**src/rtl/comar_pkg.sv**
```systemverilog
// Shared constants and types for the masked-NOR operation scheduler.
package comar_pkg;

  localparam int unsigned LFSR_W     = 31;
  localparam int unsigned TAP_HI     = 30;
  localparam int unsigned TAP_LO     = 27;
  localparam int unsigned GADGET_LAT = 2;
  localparam int unsigned RAND_W     = 6;
  localparam int unsigned SHARE_W    = 2;

  typedef enum logic {
    REQ0 = 1'b0,
    REQ1 = 1'b1
  } req_id_e;

  typedef struct packed {
    logic    valid;
    req_id_e tag;
  } pipe_stage_t;

  // One Fibonacci step of x^31 + x^28 + 1; feedback enters at bit 0.
  function automatic logic [LFSR_W-1:0] lfsr_step(input logic [LFSR_W-1:0] s);
    return {s[LFSR_W-2:0], s[TAP_HI] ^ s[TAP_LO]};
  endfunction

endpackage

```
**src/rtl/comar_lfsr6.sv**
```systemverilog
// Mask LFSR advancing RAND_W steps per cycle, with a seed-load port.
module comar_lfsr6
  import comar_pkg::*;
#(
  parameter logic [LFSR_W-1:0] SEED = 31'h0000_0001
) (
  input  logic                clk,
  input  logic                rst,
  input  logic                load,
  input  logic [LFSR_W-1:0]   seed,
  output logic [RAND_W-1:0]   rnd
);

  logic [LFSR_W-1:0] state_q;
  logic [LFSR_W-1:0] adv_c;

  // Unrolled multi-step advance so no random bit is ever handed out twice.
  always_comb begin
    adv_c = state_q;
    for (int unsigned i = 0; i < RAND_W; i++) begin
      adv_c = lfsr_step(adv_c);
    end
  end

  // A zero seed would lock the register, so it falls back to SEED.
  always_ff @(posedge clk) begin
    if (rst) begin
      state_q <= SEED;
    end else if (load) begin
      state_q <= (seed == '0) ? SEED : seed;
    end else begin
      state_q <= adv_c;
    end
  end

  assign rnd = state_q[RAND_W-1:0];

endmodule

```
**src/rtl/comar_nor_sched.sv**
```systemverilog
// Two-requester round-robin scheduler feeding an external 2-cycle masked NOR gadget.
module comar_nor_sched
  import comar_pkg::*;
#(
  parameter logic [LFSR_W-1:0] SEED  = 31'h0000_0001,
  parameter int unsigned       CNT_W = 16
) (
  input  logic                clk,
  input  logic                rst,
  input  logic                seed_valid,
  input  logic [LFSR_W-1:0]   seed,
  input  logic                req0_valid,
  input  logic [SHARE_W-1:0]  req0_a,
  input  logic [SHARE_W-1:0]  req0_b,
  input  logic                req1_valid,
  input  logic [SHARE_W-1:0]  req1_a,
  input  logic [SHARE_W-1:0]  req1_b,
  output logic                req0_ready,
  output logic                req1_ready,
  output logic [SHARE_W-1:0]  g_a,
  output logic [SHARE_W-1:0]  g_b,
  output logic [RAND_W-1:0]   g_r,
  input  logic [SHARE_W-1:0]  g_c,
  output logic                rsp0_valid,
  output logic                rsp1_valid,
  output logic [SHARE_W-1:0]  rsp0_c,
  output logic [SHARE_W-1:0]  rsp1_c,
  output logic                busy,
  output logic [CNT_W-1:0]    op_count
);

  logic        rr_q;  // 1: req1 wins the next contested cycle
  pipe_stage_t pipe_q [GADGET_LAT];
  logic [CNT_W-1:0] cnt_q;

  logic arb_en_c;
  logic gnt0_c;
  logic gnt1_c;
  logic gnt_any_c;
  logic busy_c;

  // Grants depend only on valids, priority and blocking conditions, never on operand data.
  always_comb begin
    arb_en_c  = !rst && !seed_valid;
    gnt0_c    = arb_en_c && req0_valid && (!req1_valid || !rr_q);
    gnt1_c    = arb_en_c && req1_valid && (!req0_valid ||  rr_q);
    gnt_any_c = gnt0_c || gnt1_c;
  end

  assign req0_ready = gnt0_c;
  assign req1_ready = gnt1_c;

  // Operand shares go to the gadget only in the grant cycle; zero otherwise.
  always_comb begin
    g_a = '0;
    g_b = '0;
    if (gnt0_c) begin
      g_a = req0_a;
      g_b = req0_b;
    end else if (gnt1_c) begin
      g_a = req1_a;
      g_b = req1_b;
    end
  end

  always_ff @(posedge clk) begin
    if (rst) begin
      rr_q  <= 1'b0;
      cnt_q <= '0;
      for (int unsigned i = 0; i < GADGET_LAT; i++) begin
        pipe_q[i] <= '0;
      end
    end else begin
      if (gnt_any_c) begin
        rr_q  <= gnt0_c;
        cnt_q <= cnt_q + CNT_W'(1);
      end
      pipe_q[0].valid <= gnt_any_c;
      pipe_q[0].tag   <= gnt1_c ? REQ1 : REQ0;
      for (int unsigned i = 1; i < GADGET_LAT; i++) begin
        pipe_q[i] <= pipe_q[i-1];
      end
    end
  end

  always_comb begin
    busy_c = 1'b0;
    for (int unsigned i = 0; i < GADGET_LAT; i++) begin
      busy_c = busy_c | pipe_q[i].valid;
    end
  end

  assign busy       = busy_c;
  assign op_count   = cnt_q;
  assign rsp0_valid = pipe_q[GADGET_LAT-1].valid && (pipe_q[GADGET_LAT-1].tag == REQ0);
  assign rsp1_valid = pipe_q[GADGET_LAT-1].valid && (pipe_q[GADGET_LAT-1].tag == REQ1);
  assign rsp0_c     = g_c;
  assign rsp1_c     = g_c;

  comar_lfsr6 #(
    .SEED (SEED)
  ) u_lfsr (
    .clk  (clk),
    .rst  (rst),
    .load (seed_valid),
    .seed (seed),
    .rnd  (g_r)
  );

endmodule

```
**config.mk**
```make
export PLATFORM = sky130hd
export DESIGN_NAME = comar_nor_sched
export DESIGN_NICKNAME = d
export VERILOG_FILES = /design/src/rtl/comar_pkg.sv /design/src/rtl/comar_lfsr6.sv /design/src/rtl/comar_nor_sched.sv
export SDC_FILE = /design/constraint.sdc
export NUM_CORES = 1
export LEC_CHECK = 0
export BUFFER_PORTS_ARGS = -buffer_cell sky130_fd_sc_hd__buf_2
export CAP_MARGIN = 20
export CORE_ASPECT_RATIO = 0.75
export CORE_MARGIN = 1
export CORE_UTILIZATION = 53
export CTS_BUF_LIST = sky130_fd_sc_hd__clkbuf_4 sky130_fd_sc_hd__clkbuf_8 sky130_fd_sc_hd__clkbuf_16
export CTS_CLUSTER_DIAMETER = 80
export CTS_CLUSTER_SIZE = 16
export DETAILED_ROUTE_END_ITERATION = 8
export PLACE_DENSITY = 0.87
export SKIP_CTS_REPAIR_TIMING = 1
export SLEW_MARGIN = 20
export SYNTH_ARGS = -nofsm -noshare
export SYNTH_HDL_FRONTEND = slang
export SYNTH_SLANG_ARGS = --single-unit
```
**constraint.sdc**
```tcl
create_clock -name clk -period 5 [get_ports clk]
set_clock_uncertainty 0.15 [all_clocks]
set_input_delay 0.25 -clock clk [delete_from_list [all_inputs] [get_ports clk]]
set_output_delay 0.25 -clock clk [all_outputs]
set_load 0.01 [all_outputs]
```
==> results.toml, run 1 <==
[run_status]
outcome = "complete, no violations"

[power]
p_per_area_mw_per_mm2 = 285.5
leakagePower_uw = 0.001236
ir_drop_mv = 0.1252

[synthesis]
ys_warn_count = 0
syn_area_per_cell_um2 = 9.150
postSynthCellCount = 249
synth_seq_cells = 52
yosysUniqueCellTypes = 37
ys_top_cells_by_area = "dfxtp_1 (46%), mux2i_1 (11%), nor2_1 (6.1%)"
async_reset_ff_share_pct = 0
synth_edf_count = 0
synth_nets = 296
ys_top_cells_by_count = "dfxtp_1 (52), nor2_1 (37), mux2i_1 (26)"
yosysMostFrequentCell = "dfxtp_1"
synth_area_mm2 = 0.002278
synth_top_cell_by_area = "dfxtp_1"
synth_ff_type = "dfxtp_1"
synth_top_cell_area_share_pct = 45.69
yosysSeqAreaShare_pct = 45.69

[place]
io_buffers = 74
dpl.cell_count = 354
hpwl_mm = 3.576
gp_congestion = 0.7951

[critical_path]
critical_path.startpoint_type = "register"
path_max_fanout = 6
setup.worst_path.end_class = "output pin"
slowest_stage = "a21boi_0"
cp_data_arrival_time_ns = 1.76
cp_top_family = "compound AO/OA/AOI/OAI gates"
path_class = "register to output pin"
path_cells = "inv_1 > a21boi_0 > a22oi_1 > nor2_1 > buf_2"
cp_slowest_stage_delay_ns = 0.61
required_ns = 4.60
cp_num_buf_inv = 2

[finish]
final_util_pct = 65.18
antennaDiodeCount = 0
drive_above_1_share_pct = 29.74
fill_cells = 325
num-nets-final = 353
syn_to_final_growth_pct = 16.69
fin_cells = 361

[sta]
worstMarginPinSlew_ns = 0.8818
drv_slew = 0
rsz0062_at_grt = "no"
finalCritPeriodShare_pct = 43.12
slew_headroom_pct = 41.21
period_minus_slack_ns = 2.156
clock.fmax_mhz = 463.8
setup_viol = 0
fin_setup_tns_ns = 0
final_hold_viol_count = 0

[route]
vias = 1915
first_pass_iters = 4
drc = 0
finalWirelength_mm = 5.044
drtIter0Drc = 140
via_per_inst = 5.305
drtAntennaViolNets = 0
wl_per_cell_um = 13.97

[global_route]
track_usage_pct = 23.68
grt_max_degree = 53
grt_pass1_wl_mm = 8.259
antenna_found_initial = 0
grt_use_met1_pct = 32.72
grt_overflow_total = 0
busiest_layer = "met2"
grt_use_met2_pct = 36.92
grt_pass1_vias = 1774
use_met3_pct = 4.496

[floorplan]
core_area_mm2 = 0.004079
dieArea_mm2 = 0.004568
num_rows = 20
die_h_um = 58.78
start_util_pct = 55.86
die_w_um = 77.71
io_pins = 81

[cts]
htree_levels = 2
clkSinkCount = 52
clk_pin_slew_ns = 0.09
clockBufferDepth = 2
cts_root_buffer = "clkbuf_8"
cts_tree = "built"
numCtsBuffers = 5
worstSkewPairLatency_ns = 0.30

[job]
drv_cap = 0

[worst_hold_path]
hold_path.class = "input pin to register"
-- path summary, 6_finish.rpt --
path / start / to / slack [ns] / cells past startpoint
max: rr_q$_SDFFE_PP0P_ / g_b[1] / 2.84 / 5
min: seed[2] / u_lfsr.state_q[2]$_SDFF_PP0_ / 0.05 / 3
max reg2reg: op_count[0]$_SDFFE_PP0P_ / op_count[15]$_SDFFE_PP0P_ / 3.24 / 4
min reg2reg: pipe_q[0][1]$_SDFF_PP0_ / pipe_q[0][3]$_SDFF_PP0_ / 0.31 / 1
-- worst reg2reg max path: cells and delay by family, from the launching register on --
kind             cells  cell delay (ns)
AND/OR/NAND/NOR      3             1.02
flip-flops           1             0.39
AO/OA/AOI/OAI        1             0.14
-- report_power, final --
group          switching, uW  total (uW)  leakage (uW)  internal (uW)
registers               9.44         442      0.000426            432
clock network            127         228     0.0000445            101
logic                   49.0        89.7      0.000765           40.6
-- cells by family (layout without fill, tap and decap cells) --
group                      count (synthesis)  in the layout  synth area share (%)
and+or+nand+nor                           99             99                 22.52
DFF                                       52             52                 45.69
AOI/OAI and AO/OA                         32             32                 8.566
buffers and inverters                     27             84                 6.644
muxes                                     26             26                 11.42
xor gates and xnor gates                  12             12                 4.613
adders and majority gates                  1              1                0.5491
-- cell type report --
type                            instances  area, um^2  area share [%]
Clock buffer                            6       76.32           2.871
Tap cell                               55       68.82           2.588
Timing Repair Buffer                   74       370.4           13.93
Multi-Input combinational cell        170        1086           40.85
Inverter                                3       11.26          0.4235
Sequential cell                        52        1041           39.15
Clock inverter                          1       5.005          0.1882
-- per-stage QoR --
step	hold slack (ns)	setup slack (ns)	instance area [um^2]	total power (uW)
5_1_grt	0.04704	2.670	2659	793.3
3_3_place_gp	0.2910	2.711	2577	537.3
2_1_floorplan	0.2197	3.299	2278	510.3
3_5_place_dp	0.2999	2.641	2577	539.9
6_report	0.04707	2.844	2659	759.0
4_1_cts	0.04302	2.874	2659	760.9
-- registers in the layout (all words and copies together) (netlist names) --
| signal | flops |
|---|---|
| op_count | 16 |
| rr_q | 1 |
| u_lfsr.state_q | 31 |
| pipe_q | 4 |
-- layer usage --
layer | wire length, um | part of all wire, %
met5 | 0 | 0
met3 | 283 | 5.6
met2 | 2308 | 46
met4 | 70 | 1.4
met1 | 2381 | 47
-- cells in the final DEF, fill, tap and decap left out, drive strengths merged, types with 4 or more instances in the layout --
master	Yosys	final
a21oi	15	15
a22oi	4	4
and2	7	7
buf	16	74
clkbuf	8	6
dfxtp	52	52
mux2i	26	26
nand2	14	14
nand3	4	4
nand4	10	10
nor2	38	38
nor4	7	7
o21ai	5	5
o31ai	4	4
or3	5	5
or4	4	4
xor2	10	10
(Power assumes the default switching activity.)
==> run 2: changes to the inputs <==
Settings changed: CORE_UTILIZATION 53 to 44, PLACE_DENSITY 0.87 to 0.78.
Clock period 5 ns to 1.8 ns, I/O delays scaled along.
==> run 2 against run 1 <==
Die area grew 20%. Critical endpoint is now g_a[0]. Non-clock buffer count up 39. Sequential share of layout area shrank 5.2 points. First-iteration DRC count is 15% lower. Total power increased to 2.9 times the previous value. Clock power rose to 2.9 times the previous value.
==> results.toml, run 2 (same netlist as run 1, synthesis figures left out) <==
[run_status]
outcome = "complete, no violations"

[cts]
cts_root_buffer = "clkbuf_8"
numCtsBuffers = 5
worstSkewPairLatency_ns = 0.30
htree_levels = 2
cts_tree = "built"
clk_pin_slew_ns = 0.09
clockBufferDepth = 2
clkSinkCount = 52

[place]
hpwl_mm = 3.955
io_buffers = 74
gp_congestion = 0.8595
place_area_mm2 = 0.002636

[finish]
drive_above_1_share_pct = 29.48
layout_common_cells = "buf_2 (74), dfxtp_1 (52), nor2_1 (37), dlygate4sd3_1 (32), mux2i_1 (26)"
syn_to_final_growth_pct = 34.38
top_register = "u_lfsr.state_q"
stdcell_area_mm2 = 0.003062
layout_commonest_cell = "buf_2"
num-nets-final = 392
largest_reg_flops = 31
final_util_pct = 62.14

[floorplan]
core_area_mm2 = 0.004927
die_h_um = 64.32
die_w_um = 85.09
io_pins = 81
start_util_pct = 46.24
dieArea_mm2 = 0.005473
num_rows = 22

[global_route]
grt_max_degree = 35
grt_overflow_total = 0
grt_pass1_wl_mm = 8.631
antenna_found_initial = 1
track_usage_pct = 20.22
grt_pass1_vias = 1843

[sta]
drv_slew = 0
setup_viol = 0
clock.fmax_mhz = 601.2
period_minus_slack_ns = 1.663
final_hold_viol_count = 0
fin_setup_tns_ns = 0
finalCritPeriodShare_pct = 92.41
worstMarginPinSlew_ns = 0.5565
slew_headroom_pct = 62.56

[route]
finalWirelength_mm = 5.986
wl_per_cell_um = 14.71
first_pass_iters = 4
via_per_inst = 5.162
drtAntennaViolNets = 0
vias = 2101
drc = 0
drtIter0Drc = 119

[power]
finalPower_uw = 2207
p_per_area_mw_per_mm2 = 720.7
leakagePower_uw = 0.001404
ir_drop_mv = 0.4034

[critical_path]
critical_path.startpoint_type = "register"
cp_data_arrival_time_ns = 1.42
setup.worst_path.end_class = "output pin"
path_class = "register to output pin"
path_max_fanout = 4
required_ns = 1.56
r2r_cells = 4

[worst_hold_path]
holdPathStages = 3
hold_path.class = "input pin to register"

[job]
drv_cap = 0
run 2: cell count changes in the layout (fill, tap and decap cells not counted):
cell,previous run,this run
ha_1,1,0
dlygate4sd3_1,0,32
ha_2,0,1
a21boi_0,2,0
clkinv_2,1,0
buf_4,0,7
clkinv_4,0,1
clkinvlp_4,0,1
a21boi_2,0,2
diode_2,0,1
run 2: where the power goes:
group          total (uW)  switching (uW)  internal, uW
combinational         322             155           167
clock                 656             364           292
sequential           1230            26.8          1200
total                2210             547          1660
run 2: stage by stage:
stage	hold slack, ns	setup slack (ns)	std cells
6_report	0.01154	0.1366	407
5_1_grt	0.003795	-0.006644	407
4_1_cts	-0.1197	-0.07679	374
3_5_place_dp	0.03018	0.1425	366
3_3_place_gp	0.03018	0.2300	366
2_1_floorplan	0.05967	0.09904	249
run 2: routing by layer:
metal	share of wire, %	global-route usage [%]
met1	44	27.77
met4	3.1	4.661
met3	6.8	3.876
met2	46	32.86
met5	0	0
run 2: final timing paths:
| path | from | to | slack, ns |
|---|---|---|---|
| setup / recovery | rr_q$_SDFFE_PP0P_ | g_a[0] | 0.14 |
| hold / removal | req0_valid | rr_q$_SDFFE_PP0P_ | 0.01 |
| setup reg to reg | op_count[0]$_SDFFE_PP0P_ | op_count[14]$_SDFFE_PP0P_ | 0.15 |
| hold reg to reg | pipe_q[0][1]$_SDFF_PP0_ | pipe_q[0][3]$_SDFF_PP0_ | 0.31 |
run 2: worst max-delay path, cell delays in order, from the launching register on:
cell and delay, ns:
dfxtp_1 0.39, inv_1 0.08, a21boi_2 0.19, buf_4 0.16, a22oi_1 0.06, nor2_1 0.11, buf_2 0.14
run 2: area by class of cell:
cell class / count / area, um^2
inverters: 3 / 11.26
repair buffers: 113 / 743.2
multi-input cells: 170 / 1096
diodes: 1 / 2.502
well taps: 60 / 75.07
clock inverters: 2 / 16.27
flip-flops and latches: 52 / 1041
clock buffers: 6 / 76.32
fillers: 405 / 1866
==> run 3: changes to the inputs <==
Settings changed: CORE_UTILIZATION 44 to 49, PLACE_DENSITY 0.78 to 0.82.
Clock period 1.8 ns to 1.6 ns, I/O delays scaled along.
==> run 3 against run 2 <==
The run now ends with hold timing, setup timing left. Worst setup slack worse by 0.17 ns. Cell count grew 2.9%. Global-route usage is 3.0 points higher. Count of clock-buffer cells in the layout decreased by 1. Sequential cell count stayed put. Via count increased by 14%. Sequential power is 12% higher. Sequential share of layout area is 1.9 points lower. Critical path depth decreased by 1. Largest cell class unchanged. Largest power group unchanged.
==> results.toml, run 3 (same netlist as run 1, synthesis figures left out) <==
[floorplan]
num_rows = 21
die_h_um = 61.06
dieArea_mm2 = 0.004930
io_pins = 81
die_w_um = 80.74
core_area_mm2 = 0.004467
start_util_pct = 51.01

[sta]
period_minus_slack_ns = 1.637
finalCritPeriodShare_pct = 102.3
slew_headroom_pct = 67.18
drv_slew = 0
setup_slack_ns = -0.03664
worstMarginPinSlew_ns = 0.4923
hold_slack_ns = -0.002522
setup_viol = 2
fin_setup_tns_ns = -0.04813
rsz0062_at_grt = "yes"
clock.fmax_mhz = 611.0
final_hold_viol_count = 1

[critical_path]
r2r_cells = 5
r2r_start = "op_count[2]$_SDFFE_PP0P_"
rrSetupSlack_ns = -0.04
critical_path.startpoint_type = "register"
required_ns = 1.65
path_max_fanout = 6
setup.worst_path.end_class = "register"
cp_data_arrival_time_ns = 1.69
r2r-end = "op_count[14]$_SDFFE_PP0P_"
path_class = "register to register"

[run_status]
failed_checks = "hold timing, setup timing"
outcome = "finished with violations"

[power]
leakagePower_uw = 0.001518
ir_drop_mv = 0.5113
p_per_area_mw_per_mm2 = 822.5

[cts]
worstSkewPairLatency_ns = 0.32
numCtsBuffers = 5
clkSinkCount = 52
cts_root_buffer = "clkbuf_8"
clockBufferDepth = 2
htree_levels = 2
clk_pin_slew_ns = 0.11
cts_tree = "built"

[worst_hold_path]
hold_start = "rst"
hold_path.class = "input pin to register"
holdPathStages = 4
hold_end = "u_lfsr.state_q[0]$_SDFF_PP1_"

[route]
finalWirelength_mm = 7.213
wl_per_cell_um = 17.21
vias = 2385
drtAntennaViolNets = 0
drtIter0Drc = 176
drc = 0
via_per_inst = 5.692
first_pass_iters = 5

[finish]
drive_above_1_share_pct = 39.23
layout_common_cells = "buf_2 (74), dfxtp_1 (41), nor2_1 (37), dlygate4sd3_1 (32), mux2i_1 (26)"
num-nets-final = 408
largest_reg_flops = 31
syn_to_final_growth_pct = 45.52
top_register = "u_lfsr.state_q"
antennaDiodeCount = 0
layout_commonest_cell = "buf_2"
final_util_pct = 74.23

[global_route]
grt_pass1_vias = 1763
grt_pass1_wl_mm = 8.342
antenna_found_initial = 0
grt_max_degree = 33
track_usage_pct = 23.25
grt_overflow_total = 0

[job]
drv_cap = 0

[place]
gp_congestion = 0.8514
hpwl_mm = 3.996
io_buffers = 74
[run 3: cell types whose count changed in the layout (fill, tap and decap cells not counted), moves of 3 or more]
cell     previous run  this run
dfxtp_1            52        41
dfxtp_2             0         7
dfxtp_4             0         4
a22oi_1             4         1
or4_1               4         1
or4_4               0         3
buf_4               7        21
a21oi_1            15        11
a22oi_2             0         3
a21oi_2             0         4
[run 3: how the worst max path moves through the flow]
stage,from,end,depth (start not counted)
global placement,op_count[2]$_SDFFE_PP0P_,op_count[13]$_SDFFE_PP0P_,4
detailed placement,op_count[1]$_SDFFE_PP0P_,op_count[15]$_SDFFE_PP0P_,4
finish,op_count[2]$_SDFFE_PP0P_,op_count[14]$_SDFFE_PP0P_,5
floorplan,op_count[3]$_SDFFE_PP0P_,op_count[14]$_SDFFE_PP0P_,5
global route,op_count[2]$_SDFFE_PP0P_,op_count[14]$_SDFFE_PP0P_,5
CTS,rr_q$_SDFFE_PP0P_,g_a[0],4
[run 3: worst max-delay path, cell delays in order (launching register included)]
cell and delay [ns]:
dfxtp_4 0.37, and4_4 0.30, buf_4 0.16, nand2_4 0.08, o31ai_1 0.36, a21oi_2 0.10
[run 3: final cells by class]
| type | instances | area (um^2) |
|---|---|---|
| clock buffers | 5 | 68.82 |
| clock inverters | 3 | 45.04 |
| fillers | 294 | 1151 |
| inverters | 3 | 11.26 |
| multi-input cells | 171 | 1195 |
| flip-flops and latches | 52 | 1065 |
| well taps | 57 | 71.32 |
| repair buffers | 128 | 859.6 |
[run 3: metal layers]
metal,routed length (um),up-vias,global-route usage (%)
li1,-,1084,-
met1,2927,1130,30.76
met2,3411,130,37.77
met3,566,41,6.963
met4,307,0,5.867
met5,0,-,0
[run 3: stage by stage]
stage               std cells  setup WS, ns  power [uW]  area, um^2
finish                    419      -0.03664        2727        3316
global route              419      -0.06067        2810        3316
CTS                       379       -0.1730        2612        2821
detailed placement        371      -0.06433        1703        2708
global placement          371       0.05538        1697        2708
floorplan                 249      -0.01866        1593        2293
[run 3: where the power goes]
part	switching (uW)	internal (uW)	total, uW
registers	36.9	1350	1380
clock network	473	473	946
logic	192	204	396
